`config.mk`:
```
export PLATFORM = sky130hd
export DESIGN_NAME = gbuff_arbiter
export DESIGN_NICKNAME = d
export VERILOG_FILES = /design/src/rtl/gbuff_arbiter.sv
export SDC_FILE = /design/constraint.sdc
export NUM_CORES = 1
export LEC_CHECK = 0
export BUFFER_PORTS_ARGS = -buffer_cell sky130_fd_sc_hd__buf_2
export CAP_MARGIN = 20
export CORE_ASPECT_RATIO = 1.4
export CORE_MARGIN = 2
export CORE_UTILIZATION = 35
export DETAILED_ROUTE_END_ITERATION = 10
export GPL_ROUTABILITY_DRIVEN = 1
export PLACE_DENSITY = 0.81
export SLEW_MARGIN = 20
export SYNTH_ARGS = -nofsm -noshare
export SYNTH_HDL_FRONTEND = slang
export SYNTH_SLANG_ARGS = --single-unit
```
`constraint.sdc`:
```
create_clock -name clk -period 1.4 [get_ports clk]
set_input_delay 0.28 -clock clk [delete_from_list [all_inputs] [get_ports clk]]
set_output_delay 0.28 -clock clk [all_outputs]
set_load 0.01 [all_outputs]
```
`src/rtl/gbuff_arbiter.sv`:
```
`default_nettype none
// ============================================================================
// Module   : gbuff_arbiter
// Purpose  : Two-port round-robin front end for the single-port global_buffer.
//            Optional burst lock is built when GBUFF_ARB_BURST_EN is defined.
// Revision : 1.0  initial release
// ============================================================================
module gbuff_arbiter #(
  parameter int ADDR_BITS = 8,
  parameter int DATA_BITS = 8,
  parameter int MAX_BURST = 16
) (
  input  logic                 clk,
  input  logic                 rst,

  input  logic                 a_req,
  input  logic                 a_we,
  input  logic [ADDR_BITS-1:0] a_addr,
  input  logic [DATA_BITS-1:0] a_wdata,
  input  logic                 a_lock,
  output logic                 a_gnt,
  output logic                 a_rvalid,
  output logic [DATA_BITS-1:0] a_rdata,

  input  logic                 b_req,
  input  logic                 b_we,
  input  logic [ADDR_BITS-1:0] b_addr,
  input  logic [DATA_BITS-1:0] b_wdata,
  input  logic                 b_lock,
  output logic                 b_gnt,
  output logic                 b_rvalid,
  output logic [DATA_BITS-1:0] b_rdata,

  output logic                 gb_wr_en,
  output logic [ADDR_BITS-1:0] gb_index,
  output logic [DATA_BITS-1:0] gb_data_in,
  input  logic [DATA_BITS-1:0] gb_data_out
);

  logic prio_q;
  logic prio_d;
  logic w_arb_a;
  logic w_arb_b;
  logic w_gnt_a;
  logic w_gnt_b;
  logic a_rvalid_q;
  logic a_rvalid_d;
  logic b_rvalid_q;
  logic b_rvalid_d;

  // prio_q = 1 means B wins when both ports request.
  assign w_arb_a = a_req & (~b_req | ~prio_q);
  assign w_arb_b = b_req & (~a_req |  prio_q);

`ifdef GBUFF_ARB_BURST_EN
  typedef enum logic [1:0] {
    ST_ARB    = 2'd0,
    ST_LOCK_A = 2'd1,
    ST_LOCK_B = 2'd2
  } state_t;

  localparam int                    c_cnt_bits  = $clog2(MAX_BURST + 1);
  localparam logic [c_cnt_bits-1:0] c_max_burst = c_cnt_bits'(MAX_BURST);

  state_t                  state_q;
  state_t                  state_d;
  logic [c_cnt_bits-1:0]   burst_cnt_q;
  logic [c_cnt_bits-1:0]   burst_cnt_d;
  logic [c_cnt_bits-1:0]   w_cnt_inc;

  assign w_cnt_inc = burst_cnt_q + 1'b1;

  always_ff @(posedge clk) begin
    if (rst) begin
      state_q     <= ST_ARB;
      burst_cnt_q <= '0;
      prio_q      <= 1'b0;
    end else begin
      state_q     <= state_d;
      burst_cnt_q <= burst_cnt_d;
      prio_q      <= prio_d;
    end
  end

  always_comb begin
    state_d     = state_q;
    burst_cnt_d = burst_cnt_q;
    prio_d      = prio_q;
    w_gnt_a     = 1'b0;
    w_gnt_b     = 1'b0;
    if (!rst) begin
      case (state_q)
        ST_LOCK_A: begin
          w_gnt_a     = a_req;
          burst_cnt_d = w_cnt_inc;
          // Lock ends on release, on a gap, or when this grant fills the burst.
          if (!a_req || !a_lock || (w_cnt_inc == c_max_burst)) begin
            state_d     = ST_ARB;
            prio_d      = 1'b1;
            burst_cnt_d = '0;
          end
        end
        ST_LOCK_B: begin
          w_gnt_b     = b_req;
          burst_cnt_d = w_cnt_inc;
          if (!b_req || !b_lock || (w_cnt_inc == c_max_burst)) begin
            state_d     = ST_ARB;
            prio_d      = 1'b0;
            burst_cnt_d = '0;
          end
        end
        default: begin
          w_gnt_a = w_arb_a;
          w_gnt_b = w_arb_b;
          if (w_arb_a) begin
            prio_d = 1'b1;
            if (a_lock) begin
              state_d     = ST_LOCK_A;
              burst_cnt_d = c_cnt_bits'(1);
            end
          end else if (w_arb_b) begin
            prio_d = 1'b0;
            if (b_lock) begin
              state_d     = ST_LOCK_B;
              burst_cnt_d = c_cnt_bits'(1);
            end
          end
        end
      endcase
    end
  end
`else
  localparam int c_max_burst_unused = MAX_BURST;
  logic          w_lock_unused;

  assign w_lock_unused = a_lock ^ b_lock;

  always_ff @(posedge clk) begin
    if (rst) begin
      prio_q <= 1'b0;
    end else begin
      prio_q <= prio_d;
    end
  end

  always_comb begin
    prio_d  = prio_q;
    w_gnt_a = w_arb_a & ~rst;
    w_gnt_b = w_arb_b & ~rst;
    if (w_gnt_a) begin
      prio_d = 1'b1;
    end else if (w_gnt_b) begin
      prio_d = 1'b0;
    end
  end
`endif

  assign a_gnt = w_gnt_a;
  assign b_gnt = w_gnt_b;

  assign gb_wr_en   = (w_gnt_a & a_we) | (w_gnt_b & b_we);
  assign gb_index   = w_gnt_a ? a_addr  : (w_gnt_b ? b_addr  : '0);
  assign gb_data_in = w_gnt_a ? a_wdata : (w_gnt_b ? b_wdata : '0);

  assign a_rvalid_d = w_gnt_a & ~a_we;
  assign b_rvalid_d = w_gnt_b & ~b_we;

  always_ff @(posedge clk) begin
    if (rst) begin
      a_rvalid_q <= 1'b0;
      b_rvalid_q <= 1'b0;
    end else begin
      a_rvalid_q <= a_rvalid_d;
      b_rvalid_q <= b_rvalid_d;
    end
  end

  // Masking with rst drops a read that was granted just before reset.
  assign a_rvalid = a_rvalid_q & ~rst;
  assign b_rvalid = b_rvalid_q & ~rst;
  assign a_rdata  = a_rvalid ? gb_data_out : '0;
  assign b_rdata  = b_rvalid ? gb_data_out : '0;

endmodule
`default_nettype wire
```
### Word level (Yosys, flattened, before mapping)

Cells that the tools add are included.

| cells by class | value |
|---|---|
| muxes and demuxes | 8 |
| bitwise gates (word level) | 19 |
| reduce and logical (&&, ||, !) cells | 1 |

Operators by type and width:

| operator | count |
|---|---|
| 2-to-1 mux 8 bit | 6 |
| AND 1 bit | 10 |
| NOT 1 bit | 6 |
| bitwise OR 1 bit | 3 |
| 2-to-1 mux 1 bit | 2 |
| nonzero test 2 bit | 1 |

| word-level totals | value |
|---|---|
| bits in registers | 3 |
| output and inout bits | 37 |
| logic and storage cells | 31 |

### Longest topological paths before layout

Gate-level depths: netlist (run 1).

| depth | value |
|---|---|
| depth after elaboration | 6 |
| gate-level depth with buffers | 4 |

### Worst setup path before layout (run 1)

No wires, ideal clock.

| timing | value |
|---|---|
| path type | input-to-output |
| from | in a_req |
| to | out gb_index[0] |
| arrival | 0.949 ns |
| slack | 0.171 ns |
| stages on the path | 3 |
| cells stage by stage | nor2b_1 -> buf_6 -> o32ai_1 |

| between the ends | value |
|---|---|
| word-level cells in the longest chain between the ends | 6 |
| elaborated cells on any way between the ends | 8 |
| those cells by class | mux (2); bitwise (6) |

RTL lines:

| item | RTL line | text |
|---|---|---|
| start: declaration | 16 | `input logic a_req,` |
| NOT 1 bit | 53 | `assign w_arb_b = b_req & (~a_req \| prio_q);` |
| bitwise OR 1 bit | 53 |  |
| AND 1 bit | 53 |  |
| AND 1 bit | 149 | `w_gnt_b = w_arb_b & ~rst;` |
| 2-to-1 mux 8 bit | 162 | `assign gb_index = w_gnt_a ? a_addr : (w_gnt_b ? b_addr : '0);` |
| 2-to-1 mux 8 bit * | 162 |  |
| end: declaration | 35 | `output logic [ADDR_BITS-1:0] gb_index,` |

Mark *: on every way between the ends. The rest lies on a longest branch, timed or not.

### Worst setup path after layout (run 1)

| timing | value |
|---|---|
| from | reg prio_q |
| to | out gb_index[3] |

| between the ends | value |
|---|---|
| word-level cells in the longest chain between the ends | 5 |
| elaborated cells on any way between the ends | 9 |
| those cells by class | mux (2); bitwise (7) |

RTL lines:

| item | RTL line | text |
|---|---|---|
| start: declaration | 40 | `logic prio_q;` |
| start signal: assignment | 142 | `prio_q <= prio_d;` |
| bitwise OR 1 bit or NOT 1 bit (tied branches) | 53, 52 |  |
| AND 1 bit or bitwise OR 1 bit (tied branches) | 53, 52 |  |
| AND 1 bit (on tied branches) | 149, 52 |  |
| 2-to-1 mux 8 bit or AND 1 bit (tied branches) | 162, 148 |  |
| 2-to-1 mux 8 bit * | 162 |  |

Marked as above.

==> reports/metrics.cfg, run 1 <==
[drt]
drtIter0Drc = 8
finalWirelength_um = 2330
wire_per_inst_um = 12.0
vias = 939
route.detailed.drc = 0
via_per_inst = 4.82
ant_nets = 0
first_pass_iters = 2

[layout]
antennaDiodeCount = 0
final_area_um2 = 1320
final_common_cell = buf_2
drive_gt1_frac = 0.682
layout_common_cells = buf_2, nand2b_1, o32ai_2
instances_no_fill = 195
area_growth_pct = 64.9
nets = 222
fill_cells = 194

[sta]
rsz0062_at_grt = true
finClkSkew_ns = 0.0000162
worst_slew_pin_slew_ns = 0.504
hold_viol = 0
slew_headroom = 0.664
fmax_mhz = 666
period_share = 1.07
fin_crit_ns = 1.50
final.setup.worst_slack_ns = -0.102
setup_viol = 18
slew_viol_final = 0

[place]
dpl-instance-area_um2 = 1210
dp_cells = 190
hpwl_um = 1840
port_buffers = 82
finalWeightedCongestion = 0.710

[yosys]
netlist_instances = 92
ys_ff_latch = 3
synth_top_cell_by_area = nand2b_1
yosys-top-cells-area = nand2b_1, o32ai_2, and2_1, buf_6, dfxtp_1
synth_top_area_share = 0.266
avgSynthCellArea_um2 = 8.69
yosysWarnings = 0
yosysSeqAreaShare = 0.0751
netlist_area_um2 = 800
ys_types = 17
synth_nets = 140

[floorplan]
core_um2 = 2180
die_h_um = 60.6
initial_core_util = 0.367
die_area_um2 = 2690
std_cell_rows = 20
die_w_um = 44.4
io_pins = 85

[global_route]
grt_max_degree = 30
track_usage = 0.177
antenna_found_initial = 0
overflow = 0
grt_pass1_wl_um = 3540
grt_pass1_vias = 857

[power]
leakage_uw = 0.000667
ir_worst_vdd_mv = 0.305
p_total_uw = 594
cellPowerDensity_nw_per_um2 = 451

[worst_setup_path]
crit_required_ns = 1.12
worst-setup-path-type = reg -> out
arrival_ns = 1.22
cp_max_fo = 19
reg2reg_slack_ns = 0.35
slowest_stage = dfxtp_2
crit_path_start_kind = register
cp-end-kind = primary output
cp_cell_sequence = nor2b_4 > buf_12 > o32ai_2 > buf_2
slowest_delay_ns = 0.37

[run]
max-cap-violations = 0

[clock_tree]
cts-root-buf = clkbuf_4
clk_latency_ns = 0.24
numCtsBuffers = 3
cts_max_level = 1
clk_pin_slew_worst_paths_ns = 0.04
cts_sinks = 3
ctsHoldBuffers = 0
cts_tree = built
cts.path.max_buffers = 2

[outcome]
status = finished, violations left
violations = negative setup slack

[min_path]
hold_class = in -> reg

-- through the flow --
step / setup TNS, ns / worst slack [ns] / hold slack, ns / utilization
6_report: -1.58 / -0.102 / 0.225 / 0.606
5_1_grt: -2.42 / -0.152 / 0.226 / 0.606
3_3_place_gp: -6.74 / -0.366 / 0.465 / 0.556
2_1_floorplan: 0 / 0.171 / 0.352 / -
4_1_cts: -1.39 / -0.0905 / 0.221 / 0.597
3_5_place_dp: -7.53 / -0.414 / 0.470 / 0.556
-- cell usage after synthesis (all sizes together) --
| cell | instances |
|---|---|
| nand2b | 34 |
| o32ai | 17 |
| and2 | 16 |
| buf | 8 |
| clkbuf | 3 |
| dfxtp | 3 |
| nor2b | 3 |
| nor3 | 2 |
| a21bo | 1 |
| and2b | 1 |
| inv | 1 |
| nor2 | 1 |
| nor4 | 1 |
| o21ba | 1 |
-- repair_timing --
item,in CTS,in global routing
setup endpoints to repair,37,35
gates resized for setup,8,5
pin swaps,15,1
gates cloned,0,0
buffers inserted,1,0
-- state kept, by name, summed over array words and instances (netlist names) --
register,cells
a_rvalid_q,1
prio_q,1
b_rvalid_q,1
-- worst max-delay path: cells and delay by family, from the launching register on --
| kind | cells | cell delay, ns |
|---|---|---|
| AND/OR/NAND/NOR | 1 | 0.06 |
| AO/OA/AOI/OAI | 1 | 0.24 |
| buffers and inverters | 2 | 0.33 |
| flip-flops | 1 | 0.37 |
-- layout make-up --
cell class,instances,area [um2],area share
multi-input combinational,77,703,0.533
timing repair buffer,88,497,0.377
sequential,3,61.3,0.0465
tap,22,27.5,0.0209
clock buffer,4,26.3,0.0199
inverter,1,3.75,0.00285
-- power breakdown --
| group | internal, uW | switching [uW] |
|---|---|---|
| registers | 90.8 | 4.05 |
| logic | 183 | 163 |
| clock network | 107 | 47.2 |
-- cells by family (layout without fill, tap and decap cells) --
group / after synthesis / count (layout) / share of synthesized area
buffers and inverters: 12 / 93 / 0.119
flip-flops: 3 / 3 / 0.0751
AO/OA/AOI/OAI: 19 / 19 / 0.333
AND/OR/NAND/NOR: 58 / 58 / 0.473
-- per-layer routing --
metal | GRT usage | share of wire | vias up
met5 | 0 | 0 | -
li1 | - | - | 482
met2 | 0.351 | 0.55 | 45
met4 | 0.0606 | 0.0094 | 0
met1 | 0.172 | 0.37 | 408
met3 | 0.0446 | 0.070 | 4
-- path summary, 6_finish.rpt --
kind | end | start | depth (start not counted)
setup / recovery | gb_index[3] | prio_q | 4
hold / removal | a_rvalid_q | a_we | 2
setup reg to reg | prio_q | prio_q | 4
hold reg to reg | prio_q | prio_q | 2
Power figures use the tool's default switching activity.
==> inputs of run 2 (changes only) <==
--- a/config.mk
+++ b/config.mk
@@ -10,6 +10,7 @@
 export CORE_ASPECT_RATIO = 1.4
 export CORE_MARGIN = 2
 export CORE_UTILIZATION = 35
+export CTS_BUF_LIST = sky130_fd_sc_hd__clkbuf_16
 export DETAILED_ROUTE_END_ITERATION = 10
 export GPL_ROUTABILITY_DRIVEN = 1
 export PLACE_DENSITY = 0.81
==> constraint.sdc (replaced) <==
create_clock -name clk -period 1.7 [get_ports clk]
set_input_delay 0.34 -clock clk [delete_from_list [all_inputs] [get_ports clk]]
set_output_delay 0.34 -clock clk [all_outputs]
set_load 0.01 [all_outputs]
==> run 2 against run 1 <==
The run now ends clean; total power grew 18%; global-route usage is 1.1 points lower; first-iteration DRC count is 25% higher; combinational power shrank 26%; sequential power fell by 17%; cell count fell by 1.0%; sequential share of layout area increased by 0.13 points; utilization decreased by 1.7 points; via count rose by 0.21%; setup slack better by 0.21 ns.
==> reports/metrics.cfg, run 2 (synthesis gave the netlist of run 1 again) <==
[outcome]
status = completed  ; was finished, violations left

[sta]
rsz0062_at_grt = false  ; was true
hold_viol = 0  ; unchanged
slew_viol_final = 0  ; unchanged
period_share = 0.937
setup_viol = 0  ; was 18
fmax_mhz = 628
final.setup.worst_slack_ns = 0.107  ; was -0.102 ns
worst_slew_pin_slew_ns = 0.450  ; was 0.504 ns
final.setup.tns_ns = 0  ; was -1.58 ns
finClkSkew_ns = 0.00212  ; was 0.0000162 ns
slew_headroom = 0.699  ; was 0.664
fin_crit_ns = 1.59

[global_route]
overflow = 0  ; unchanged
grt_pass1_wl_um = 3420  ; was 3540 um
grt.busiest_layer = met2  ; unchanged
antenna_found_initial = 0  ; unchanged
grtUsageMet1 = 0.167  ; was 0.172
track_usage = 0.166  ; was 0.177
grt_pass1_vias = 869  ; was 857
grt_max_degree = 30  ; unchanged
grt_util_met3 = 0.0238  ; was 0.0446
met2_usage = 0.338  ; was 0.351

[floorplan]
core_um2 = 2180  ; unchanged
die_h_um = 60.6  ; unchanged
io_pins = 85  ; unchanged
std_cell_rows = 20  ; unchanged
die_w_um = 44.4  ; unchanged
initial_core_util = 0.367  ; unchanged
die_area_um2 = 2690  ; unchanged

[layout]
antennaDiodeCount = 0  ; unchanged
layout_common_cells = buf_2, nand2b_1, and2_1  ; was buf_2, nand2b_1, o32ai_2
final_util = 0.589  ; was 0.606
drive_gt1_frac = 0.637  ; was 0.682
final_common_cell = buf_2  ; unchanged
instances_no_fill = 193  ; was 195
nets = 220  ; was 222
fill_cells = 204  ; was 194
area_growth_pct = 60.4  ; was 64.9%
largestRegisters = a_rvalid_q x1, b_rvalid_q x1, prio_q x1  ; unchanged

[worst_setup_path]
crit_path_start_kind = register  ; unchanged
slowest_stage = dfxtp_2  ; unchanged
slowest_delay_ns = 0.38  ; was 0.37 ns
cp_cell_sequence = a21bo_1 > buf_4 > o32ai_2 > buf_2  ; was nor2b_4 > buf_12 > o32ai_2 > buf_2
worst-setup-path-type = reg -> out  ; unchanged
crit_family = buffers and inverters  ; was flip-flops
crit_buf_inv = 2  ; unchanged
arrival_ns = 1.25  ; was 1.22 ns
cp_max_fo = 14  ; was 19
cp-end-kind = primary output  ; unchanged
crit_required_ns = 1.36  ; was 1.12 ns

[power]
p_total_uw = 700  ; was 594 uW
leakage_uw = 0.000672  ; was 0.000667 uW
ir_worst_vdd_mv = 0.528  ; was 0.305 mV
cellPowerDensity_nw_per_um2 = 546  ; was 451 nW/um2

[clock_tree]
postCtsSetupRepairBufs = 0  ; was 1
cts.path.max_buffers = 2  ; unchanged
ctsHoldBuffers = 0  ; unchanged
cts_sinks = 3  ; unchanged
cts_tree = built  ; unchanged
numCtsBuffers = 3  ; unchanged
clk_latency_ns = 0.22  ; was 0.24 ns
cts_max_level = 1  ; unchanged
cts-root-buf = clkbuf_16  ; was clkbuf_4
clk_pin_slew_worst_paths_ns = 0.03  ; was 0.04 ns

[min_path]
hold_class = in -> reg  ; unchanged

[drt]
vias = 941  ; was 939
drtIter0Drc = 10  ; was 8
via_per_inst = 4.88  ; was 4.82
route.detailed.drc = 0  ; unchanged
finalWirelength_um = 2280  ; was 2330 um
wire_per_inst_um = 11.8  ; was 12.0 um
ant_nets = 0  ; unchanged
first_pass_iters = 4  ; was 2

[place]
finalWeightedCongestion = 0.730  ; was 0.710
hpwl_um = 1780  ; was 1840 um
dp_cells = 188  ; was 190
port_buffers = 82  ; unchanged
dp_slack_ns = -0.357  ; was -0.414 ns

[run]
max-cap-violations = 0  ; unchanged

[run 2: stage by stage]
| stage | instance area (um2) | hold WS, ns |
|---|---|---|
| after detailed placement | 1180 | 0.528 |
| after floorplan | 800 | 0.412 |
| after global routing | 1280 | 0.309 |
| final | 1280 | 0.300 |
| after CTS | 1280 | 0.295 |
| after global placement | 1180 | 0.525 |
[run 2: where the power goes]
part,total [uW],leakage [uW],switching (uW),internal [uW]
logic,254,0.000605,124,130
clock network,367,0.0000423,64.2,303
registers,78.6,0.0000250,3.68,74.9
total,700,0.000672,192,508
[run 2: final cells by class]
| type | instances | area [um2] | share of cell area |
|---|---|---|---|
| inverters | 1 | 3.75 | 0.00293 |
| clock buffers | 3 | 75.1 | 0.0585 |
| clock inverters | 1 | 3.75 | 0.00293 |
| flip-flops and latches | 3 | 61.3 | 0.0478 |
| repair buffers | 85 | 445 | 0.347 |
| multi-input cells | 78 | 666 | 0.519 |
| well taps | 22 | 27.5 | 0.0215 |
[run 2: worst paths after layout]
check          from       endpoint  slack, ns  cells past startpoint
max          prio_q  gb_data_in[1]       0.11                      4
min            a_we     a_rvalid_q       0.30                      2
max reg2reg  prio_q     a_rvalid_q       0.74                      3
min reg2reg  prio_q     b_rvalid_q       0.67                      2
[run 2: routing by layer]
metal	up-vias	wire length, um	part of all wire
li1	483	-	-
met1	416	832	0.36
met2	42	1300	0.57
met3	0	150	0.066
met4	0	0	0
met5	-	0	0
[run 2: what timing repair did]
action                                  CTS  global route
gates resized for setup                   2             1
gates cloned                              1             0
endpoints found under the setup margin   18            13
